`src/rtl/eight_bit_isa_pkg.sv`:
```
`default_nettype none
// ============================================================================
// Module      : eight_bit_isa_pkg
// Description : Shared ISA definitions for the eight-bit CPU (opcodes,
//               register indices, instruction field positions, FSM states).
// Revision    : 1.0 - initial release
// ============================================================================
package eight_bit_isa_pkg;

    localparam logic [3:0] OP_ADD = 4'b0000;
    localparam logic [3:0] OP_SUB = 4'b0001;
    localparam logic [3:0] OP_MUL = 4'b0010;
    localparam logic [3:0] OP_DIV = 4'b0011;
    localparam logic [3:0] OP_SHL = 4'b0100;
    localparam logic [3:0] OP_SHR = 4'b0101;
    localparam logic [3:0] OP_SQA = 4'b0110;
    localparam logic [3:0] OP_SQB = 4'b0111;
    localparam logic [3:0] OP_MOV = 4'b1000;
    localparam logic [3:0] OP_LDA = 4'b1001;
    localparam logic [3:0] OP_LDB = 4'b1010;
    localparam logic [3:0] OP_OUT = 4'b1011;

    localparam logic [1:0] R0 = 2'd0;
    localparam logic [1:0] R1 = 2'd1;
    localparam logic [1:0] R2 = 2'd2;
    localparam logic [1:0] R3 = 2'd3;

    localparam int OP_MSB = 7;
    localparam int OP_LSB = 4;
    localparam int FA_MSB = 3;
    localparam int FA_LSB = 2;
    localparam int FB_MSB = 1;
    localparam int FB_LSB = 0;

    typedef enum logic [1:0] {
        ST_IDLE  = 2'd0,
        ST_FETCH = 2'd1,
        ST_EXEC  = 2'd2,
        ST_HALT  = 2'd3
    } seq_state_t;

endpackage
`default_nettype wire

```
`src/rtl/eight_bit_alu.sv`:
```
`default_nettype none
// ============================================================================
// Module      : eight_bit_alu
// Description : Combinational execute unit; computes the write-back value and
//               target for one decoded instruction.
// Revision    : 1.0 - initial release
// ============================================================================
module eight_bit_alu
    import eight_bit_isa_pkg::*;
#(
    parameter int DATA_W = 8
) (
    input  logic [3:0]        opcode,
    input  logic [DATA_W-1:0] ra,
    input  logic [DATA_W-1:0] rb,
    input  logic [DATA_W-1:0] in_a,
    input  logic [DATA_W-1:0] in_b,
    output logic [DATA_W-1:0] result,
    output logic              wr_en,
    output logic              wr_b,
    output logic              div_zero,
    output logic              illegal
);

    always_comb begin
        result   = '0;
        wr_en    = 1'b1;
        wr_b     = 1'b0;
        div_zero = 1'b0;
        illegal  = 1'b0;
        case (opcode)
            OP_ADD: result = ra + rb;
            OP_SUB: result = ra - rb;
            OP_MUL: result = ra * rb;
            OP_DIV: begin
                if (rb == '0) begin
                    result   = '1;
                    div_zero = 1'b1;
                end else begin
                    result = ra / rb;
                end
            end
            OP_SHL: result = ra << 1;
            OP_SHR: result = ra >> 1;
            OP_SQA: result = ra * ra;
            OP_SQB: begin
                result = rb * rb;
                wr_b   = 1'b1;
            end
            OP_MOV: result = rb;
            OP_LDA: result = in_a;
            OP_LDB: result = in_b;
            OP_OUT: wr_en = 1'b0;
            default: begin
                wr_en   = 1'b0;
                illegal = 1'b1;
            end
        endcase
    end

endmodule
`default_nettype wire

```
`src/rtl/eight_bit_sequencer.sv`:
```
`default_nettype none
// ============================================================================
// Module      : eight_bit_sequencer
// Description : Fetch/execute controller driving the instruction ROM and
//               executing against a 4x8 register file.
// Revision    : 1.0 - initial release
// ============================================================================
module eight_bit_sequencer
    import eight_bit_isa_pkg::*;
#(
    parameter int PC_W   = 8,
    parameter int DATA_W = 8
) (
    input  logic              clk,
    input  logic              rst_n,
    input  logic              start,
    input  logic [1:0]        prog_sel,
    input  logic [DATA_W-1:0] in_a,
    input  logic [DATA_W-1:0] in_b,
    input  logic [7:0]        instruction,
    output logic [1:0]        prog,
    output logic [PC_W-1:0]   address,
    output logic              busy,
    output logic              done,
    output logic              err,
    output logic [DATA_W-1:0] out_data,
    output logic              out_valid
);

    seq_state_t        r_state;
    logic [PC_W-1:0]   r_pc;
    logic [1:0]        r_prog;
    logic [7:0]        r_ir;
    logic [DATA_W-1:0] r_regs [4];
    logic              r_err;
    logic [DATA_W-1:0] r_out_data;
    logic              r_out_valid;

    logic [3:0]        w_opcode;
    logic [1:0]        w_fa;
    logic [1:0]        w_fb;
    logic [DATA_W-1:0] w_ra;
    logic [DATA_W-1:0] w_rb;
    logic [DATA_W-1:0] w_result;
    logic              w_wr_en;
    logic              w_wr_b;
    logic              w_div_zero;
    logic              w_illegal;

    assign w_opcode = r_ir[OP_MSB:OP_LSB];
    assign w_fa     = r_ir[FA_MSB:FA_LSB];
    assign w_fb     = r_ir[FB_MSB:FB_LSB];
    assign w_ra     = r_regs[w_fa];
    assign w_rb     = r_regs[w_fb];

    eight_bit_alu #(
        .DATA_W (DATA_W)
    ) u_alu (
        .opcode   (w_opcode),
        .ra       (w_ra),
        .rb       (w_rb),
        .in_a     (in_a),
        .in_b     (in_b),
        .result   (w_result),
        .wr_en    (w_wr_en),
        .wr_b     (w_wr_b),
        .div_zero (w_div_zero),
        .illegal  (w_illegal)
    );

    always_ff @(posedge clk or negedge rst_n) begin
        if (!rst_n) begin
            r_state     <= ST_IDLE;
            r_pc        <= '0;
            r_prog      <= '0;
            r_ir        <= '0;
            r_err       <= 1'b0;
            r_out_data  <= '0;
            r_out_valid <= 1'b0;
            for (int i = 0; i < 4; i++) begin
                r_regs[i] <= '0;
            end
        end else begin
            r_out_valid <= 1'b0;
            case (r_state)
                ST_IDLE, ST_HALT: begin
                    // Register file deliberately survives a restart.
                    if (start) begin
                        r_pc       <= '0;
                        r_prog     <= prog_sel;
                        r_err      <= 1'b0;
                        r_out_data <= '0;
                        r_state    <= ST_FETCH;
                    end
                end
                ST_FETCH: begin
                    r_ir    <= instruction;
                    r_state <= ST_EXEC;
                end
                ST_EXEC: begin
                    if (w_illegal) begin
                        r_err   <= 1'b1;
                        r_state <= ST_HALT;
                    end else if (w_opcode == OP_OUT) begin
                        r_out_data  <= w_ra;
                        r_out_valid <= 1'b1;
                        r_state     <= ST_HALT;
                    end else begin
                        if (w_wr_en) begin
                            r_regs[w_wr_b ? w_fb : w_fa] <= w_result;
                        end
                        if (w_div_zero) begin
                            r_err <= 1'b1;
                        end
                        // Running off the end of ROM is an error, never a wrap.
                        if (r_pc == '1) begin
                            r_err   <= 1'b1;
                            r_state <= ST_HALT;
                        end else begin
                            r_pc    <= r_pc + 1'b1;
                            r_state <= ST_FETCH;
                        end
                    end
                end
                default: r_state <= ST_IDLE;
            endcase
        end
    end

    assign prog      = r_prog;
    assign address   = r_pc;
    assign busy      = (r_state == ST_FETCH) || (r_state == ST_EXEC);
    assign done      = (r_state == ST_HALT);
    assign err       = r_err;
    assign out_data  = r_out_data;
    assign out_valid = r_out_valid;

endmodule
`default_nettype wire

```
`config.mk`:
```
export PLATFORM = sky130hd
export DESIGN_NAME = eight_bit_sequencer
export DESIGN_NICKNAME = d
export VERILOG_FILES = /design/src/rtl/eight_bit_isa_pkg.sv /design/src/rtl/eight_bit_alu.sv /design/src/rtl/eight_bit_sequencer.sv
export SDC_FILE = /design/constraint.sdc
export NUM_CORES = 1
export LEC_CHECK = 0
export BUFFER_PORTS_ARGS = -buffer_cell sky130_fd_sc_hd__buf_4
export CAP_MARGIN = 20
export CORE_ASPECT_RATIO = 0.5
export CORE_MARGIN = 5
export CORE_UTILIZATION = 57
export DETAILED_ROUTE_END_ITERATION = 16
export GPL_ROUTABILITY_DRIVEN = 0
export PLACE_DENSITY = 0.79
export SYNTH_ARGS = -nofsm -noshare
export SYNTH_HDL_FRONTEND = slang
export SYNTH_SLANG_ARGS = --single-unit
export TNS_END_PERCENT = 100
```
`constraint.sdc`:
```
create_clock -name clk -period 11.3 [get_ports clk]
set_input_delay 1.13 -clock clk [delete_from_list [all_inputs] [get_ports clk]]
set_output_delay 1.13 -clock clk [all_outputs]
set_load 0.02 [all_outputs]
```
# Yosys cells after proc, flatten, opt, wreduce, memory -nomap -nowiden
# Index checks and enable logic that the tools add are counted.
# Widths: inputs -> output; s select.
dict set report word_totals {
  regBits 62
  input_bits 29
  output_inout_bits 22
  word_cells 100
}
dict set report op_classes {
  addsub 3
  n_mul 3
  div 1
  order_cmp 4
  n_eq_ne 22
  muxes 38
  bitwise_logic 4
  n_reduce_logical 14
}
# op count
set op_table {}
lappend op_table {{$mux 8} 12}
lappend op_table {{$pmux 8 s11} 1}
lappend op_table {{$bmux 8 s2} 2}
lappend op_table {{$bwmux 32} 1}
lappend op_table {{$pmux 8 s2} 2}
lappend op_table {{$mul 8x8->8} 3}
lappend op_table {{$demux 8 s2} 1}
lappend op_table {{$eq 4x3->1 const B} 4}
lappend op_table {{$eq 4x4->1 const B} 4}
lappend op_table {{$mux 1} 12}
lappend op_table {{$reduce_and 4->1} 3}
lappend op_table {{$reduce_or 12->1} 1}
lappend op_table {{$reduce_or 11->1} 1}
lappend op_table {{$mux 2} 5}
lappend op_table {{$ne 2x2->1 const B} 5}
lappend op_table {{$ge 3x3->1 const B} 3}
lappend op_table {{$not 2->3} 3}
lappend op_table {{$add 8x1->8 const B} 1}
lappend op_table {{$add 8x8->8} 1}
lappend op_table {{$div 8x8->8} 1}
lappend op_table {{$eq 4x2->1 const B} 2}
lappend op_table {{$eq 8x8->1 const B} 1}
lappend op_table {{$logic_not 8->1} 1}
lappend op_table {{$sub 8x8->8} 1}
lappend op_table {{17 further kinds} 18}

# Longest topological paths before layout
dict set report depth {
  ltp_word 12
  mapped_depth 60
  depth_no_buf 58
}

# By module
# From an unflattened synthesis, not the netlist that was laid out.
dict set report hier_totals {
  cells_unflattened 847
  hier_area_um2 7910.1
}
# mod n_inst cells_per_inst area_each_um2 seq_area_each_um2
set by_module_without_submodules {}
lappend by_module_without_submodules {eight_bit_alu 1 623 4719.5 0.0}
lappend by_module_without_submodules {eight_bit_sequencer 1 224 3190.6 1551.5}

# Worst setup path before layout
# OpenSTA, ideal clock, no wires.
dict set report synth_path {
  path_kind {reg2reg}
  from {reg r_ir[1]}
  to {reg r_regs[24] (netlist bit)}
  arrival_ps 11668
  slack_ps -493
  path_stages_with_launch 53
  period_less_slack_ps 11793
  cell_sequence {dfrtp_1 buf_2 mux2_2 o21ai_1 inv_1 buf_2 nor2_1 a21oi_1 a21oi_1 ha_1 or3_1 nand3_1 o21ai_0 o22ai_1 inv_1 ha_1 o21a_1 o211a_4 (+17 left out) o21ai_0 a21boi_0 o21ai_1 mux2_2 ha_1 o21a_1 o21a_1 o211a_1 o21ai_0 a21oi_1 mux2_2 ha_1 a21o_1 a21o_1 a211oi_1 o21a_1 o211ai_1 mux2_2}
}
dict set report synth_between {
  elab_chain_cells 8
  elab_cells_between_ends 20
}
# item line
set synth_rtl {}
lappend synth_rtl {{start: declaration} eight_bit_sequencer.sv:33} ;# logic [7:0] r_ir;
lappend synth_rtl {{start signal: assignment} eight_bit_sequencer.sv:97} ;# r_ir <= instruction;
lappend synth_rtl {{$not 2->3 (implied by the code)} eight_bit_sequencer.sv:54} ;# assign w_rb = r_regs[w_fb];
lappend synth_rtl {{$bmux 8 s2} eight_bit_sequencer.sv:54}
lappend synth_rtl {{$mux 8 (implied by the code) (2 in a row)} eight_bit_sequencer.sv:54}
lappend synth_rtl {{$div 8x8->8 / $logic_not 8->1 (equally long branches)} {eight_bit_alu.sv:40, eight_bit_alu.sv:36}}
lappend synth_rtl {{$mux 8} eight_bit_alu.sv:36} ;# if (rb == '0) begin
lappend synth_rtl {{$pmux 8 s11} eight_bit_alu.sv:31} ;# case (opcode)
lappend synth_rtl {{$bwmux 32 (*)} eight_bit_sequencer.sv:110} ;# r_regs[w_wr_b ? w_fb : w_fa] <= w_result;
lappend synth_rtl {{end signal: indexed assignment} eight_bit_sequencer.sv:110}
lappend synth_rtl {{end: declaration} eight_bit_sequencer.sv:34} ;# logic [DATA_W-1:0] r_regs [4];
# Mark *: on every way between the ends. The rest lies on a longest branch, timed or not. The select of a mux whose other input is x is not followed.
# A chain may end at the register's enable or synchronous reset.

# Final worst setup path
dict set report layout_path {
  from {reg r_ir[0]}
  to {reg r_regs[24] (netlist bit)}
}
# The elaborated chain is that of the path after synthesis.

==> summary.txt <==
Final layout
  – Layout cell share with drive strength beyond 1: 0.2639
  – Non-filler cells, final: 1102
  – Area Growth Syn to Fin: 18.99%
  – Ant. Diodes: 0
  – NumNets Final: 1079

Worst setup path
  – Most used cell, CP: o21a_1
  – CP required: 11.51 ns
  – Worst EP arrival: approximately 11 ns
  – R2R Setup Slk: 0.15 ns
  – RR Startpoint: r_ir[0]
  – Crit Path Max Fanout: 8
  – CP startpoint kind: register
  – Worst Setup End Kind: register
  – R2R Path End: r_regs[24]
  – Slowest CP cell: mux4_2
  – Worst Setup Path Type: register to register
  – Worst Reg-to-Reg Cells: 52
  – Largest stage delay, worst path: 0.59 ns

STA
  – Final setup margin: 0.1487 ns
  – Unrepaired setup endpoints after global routing: yes
  – Setup violators final: 0
  – Final min period: 11.15 ns
  – FMAX: 89.68 MHz
  – Final Cycle Share: 0.9868
  – Slew Limit Fails: 0
  – Hold Vio Cnt, Final: 0
  – Max-slew headroom: 0.2371
  – Slew @ Worst Pin: roughly 1.1 ns
  – Setup Skew: 0.006181 ns

Clock network
  – Clock Latency Late Sink: 0.33 ns
  – CTS Buf Count: 9
  – CTS tree: done
  – Post-CTS Hold Buffers: 0
  – H-tree depth: 3
  – Worst-path clk slew: 0.05 ns
  – Clock Path Buffers: 2
  – CTS Sinks: 62
  – Root Buffer: clkbuf_16

Detailed routing
  – Final antenna-violating net count: 0
  – Drt drc: 0
  – DR vias/cell: ~6.3
  – Final WL: 21.66 mm
  – Vias: 6931
  – Drt wl/cell: 19.66 microns
  – 1st-iter DRT viols: 861
  – DR pass1 iterations: 8

Global routing
  – Initial antenna violation count: 0
  – Largest net degree at the start of global routing: 63
  – First-pass GRT wire length: 32.91 mm
  – GRT overflow: 0
  – GRT Resource Usage Total: 0.2616
  – Vias in the first global route: ~6500

Flow run
  – Max_cap viols: 0

Logic synthesis
  – Post-synth EDFFs: 0
  – Post-Syn Area: ~0.0075 sq mm
  – Gate count of the mapped netlist: 832
  – Yosys reg bits: 62
  – Seq/Total Area, Yosys: 0.2064
  – Post-Synthesis Net Count: 984
  – Avg Cell Area, Syn: approximately 9 sq um
  – Post-synth cell types: 61
  – Main synth FF type: dfrtp_1
  – Leading post-synthesis cells by cell area: dfrtp_1, ha_1, mux2_2
  – Leading area contributor after synthesis: dfrtp_1
  – Asr flop ratio synth: 1.000
  – Post-synth top area share: 0.2064
  – Ys Warns: 0

Floorplanning
  – Ports: slightly above 50
  – Die Ht: 91.21 microns
  – Starting Density: 0.5887
  – Die Area: between 0.015 and 0.02 sq mm
  – Die width: 172.4 microns
  – Core ar.: 0.01277 sq mm
  – # rows: 29

Worst hold path
  – Hold wc startpoint: prog[0]
  – HP Class: register to register
  – Hold Path Depth: 1
  – WHS Endpoint: prog[0]

Run status
  – Outcome: completed

Placed design
  – Placed insts: 1062
  – # port buffers: 50
  – DP Wirelength: between 15 and 20 mm
  – Pre-CTS setup slack: -0.3117 ns
==> state kept, by name (all words and copies together) (netlist names) <==
register	count
err	1
r_regs	32
address	8
prog	2
r_ir	8
out_data	8
r_state	2
out_valid	1
==> critical path, delay by kind of cell, from the launching register on <==
family | cells | cell delay, ns
AOI/OAI and AO/OA | 30 | 4.96
muxes | 6 | 1.91
adders and majority gates | 7 | 1.89
and+or+nand+nor | 8 | 1.65
DFF | 1 | 0.51
buffers and inverters | 1 | 0.07
==> synth_stat cells (14+ instances only) <==
library cell and n:
nand3_1 19, inv_1 83, nand2_1 67, mux2_2 56
ha_1 92, mux4_2 15, dfrtp_1 62, mux2i_1 14
nor2_1 67, o21ai_0 40, a21o_1 17, clkbuf_1 20
xor2_1 15, xnor2_1 36, a21oi_1 29, nor3_1 29
fa_1 31, o21a_1 17
==> metal layers <==
metal / wire [microns] / part of all wire / up-vias / track usage
met5: 0 / 0 / - / 0
met4: 696 / 0.032 / 0 / 0.06409
met3: 2267 / 0.10 / 81 / 0.06985
met2: 10030 / 0.46 / 366 / 0.4143
met1: 8664 / 0.40 / 3361 / 0.3591
li1: - / - / 3123 / -
==> cell usage in the layout, fill, tap and decap left out, types with 7 or more instances in the layout <==
cell type    n
a21o_1      17
a21oi_1     25
a221oi_1     7
a31oi_1      8
and2_1       8
buf_4      111
clkbuf_16    9
dfrtp_1     61
fa_1        31
ha_1        88
inv_1       82
mux2_2      52
mux2i_1     11
mux4_2      15
nand2_1     65
nand2b_1    12
nand3_1     17
nor2_1      66
nor3_1      28
o21a_1      17
o21ai_0     30
o21ai_2     11
or3_1        7
xnor2_1     36
xor2_1      15
==> what timing repair did <==
action | in CTS | in global routing
endpoints found under the setup margin | 4 | 4
pin swaps | 2 | 41
resized for setup | 6 | 48
buffers inserted | 5 | 19
cloned | 0 | 0
hold endpoints to repair | 0 | 0
==> worst max path at each step <==
stage	to	cells past startpoint	from
global placement	r_regs[8]	53	r_ir[0]
global route	r_regs[24]	53	r_ir[0]
detailed placement	r_regs[24]	52	r_ir[0]
floorplan	r_regs[24]	55	r_ir[1]
CTS	r_regs[24]	53	r_ir[0]
finish	r_regs[24]	52	r_ir[0]
==> cell families after synthesis <==
logic type	Yosys count	share of synthesized area
compound gates	161	0.1423
xor+xnor	52	0.06241
fa+ha+maj	123	0.2356
buf+inv	114	0.05858
flops	62	0.2064
mux	86	0.1494
simple gates	234	0.1453
==> per-stage QoR <==
stage	setup TNS (ns)	cell area [sq um]	hold WS, ns	util
2_1_floorplan	0	7535	0.4914	-
3_3_place_gp	0	8290	0.4914	0.6491
3_5_place_dp	-1.198	8290	0.4992	0.6491
4_1_cts	0	8621	0.5111	0.6750
5_1_grt	-1.063	8946	0.5347	0.7004
6_report	0	8946	0.5047	0.7004
==> final cells by class <==
type	count	area (sq um)
Multi-Input combinational cell	656	5738
Fill cell	909	3826
Sequential cell	62	1553
Timing Repair Buffer	111	833.3
Inverter	87	326.6
Clock buffer	11	232.7
Tap cell	170	212.7
Clock inverter	5	50.05
Power is not shown: default switching activity piles up to over one toggle a cycle in this logic, so the estimate is an artifact.
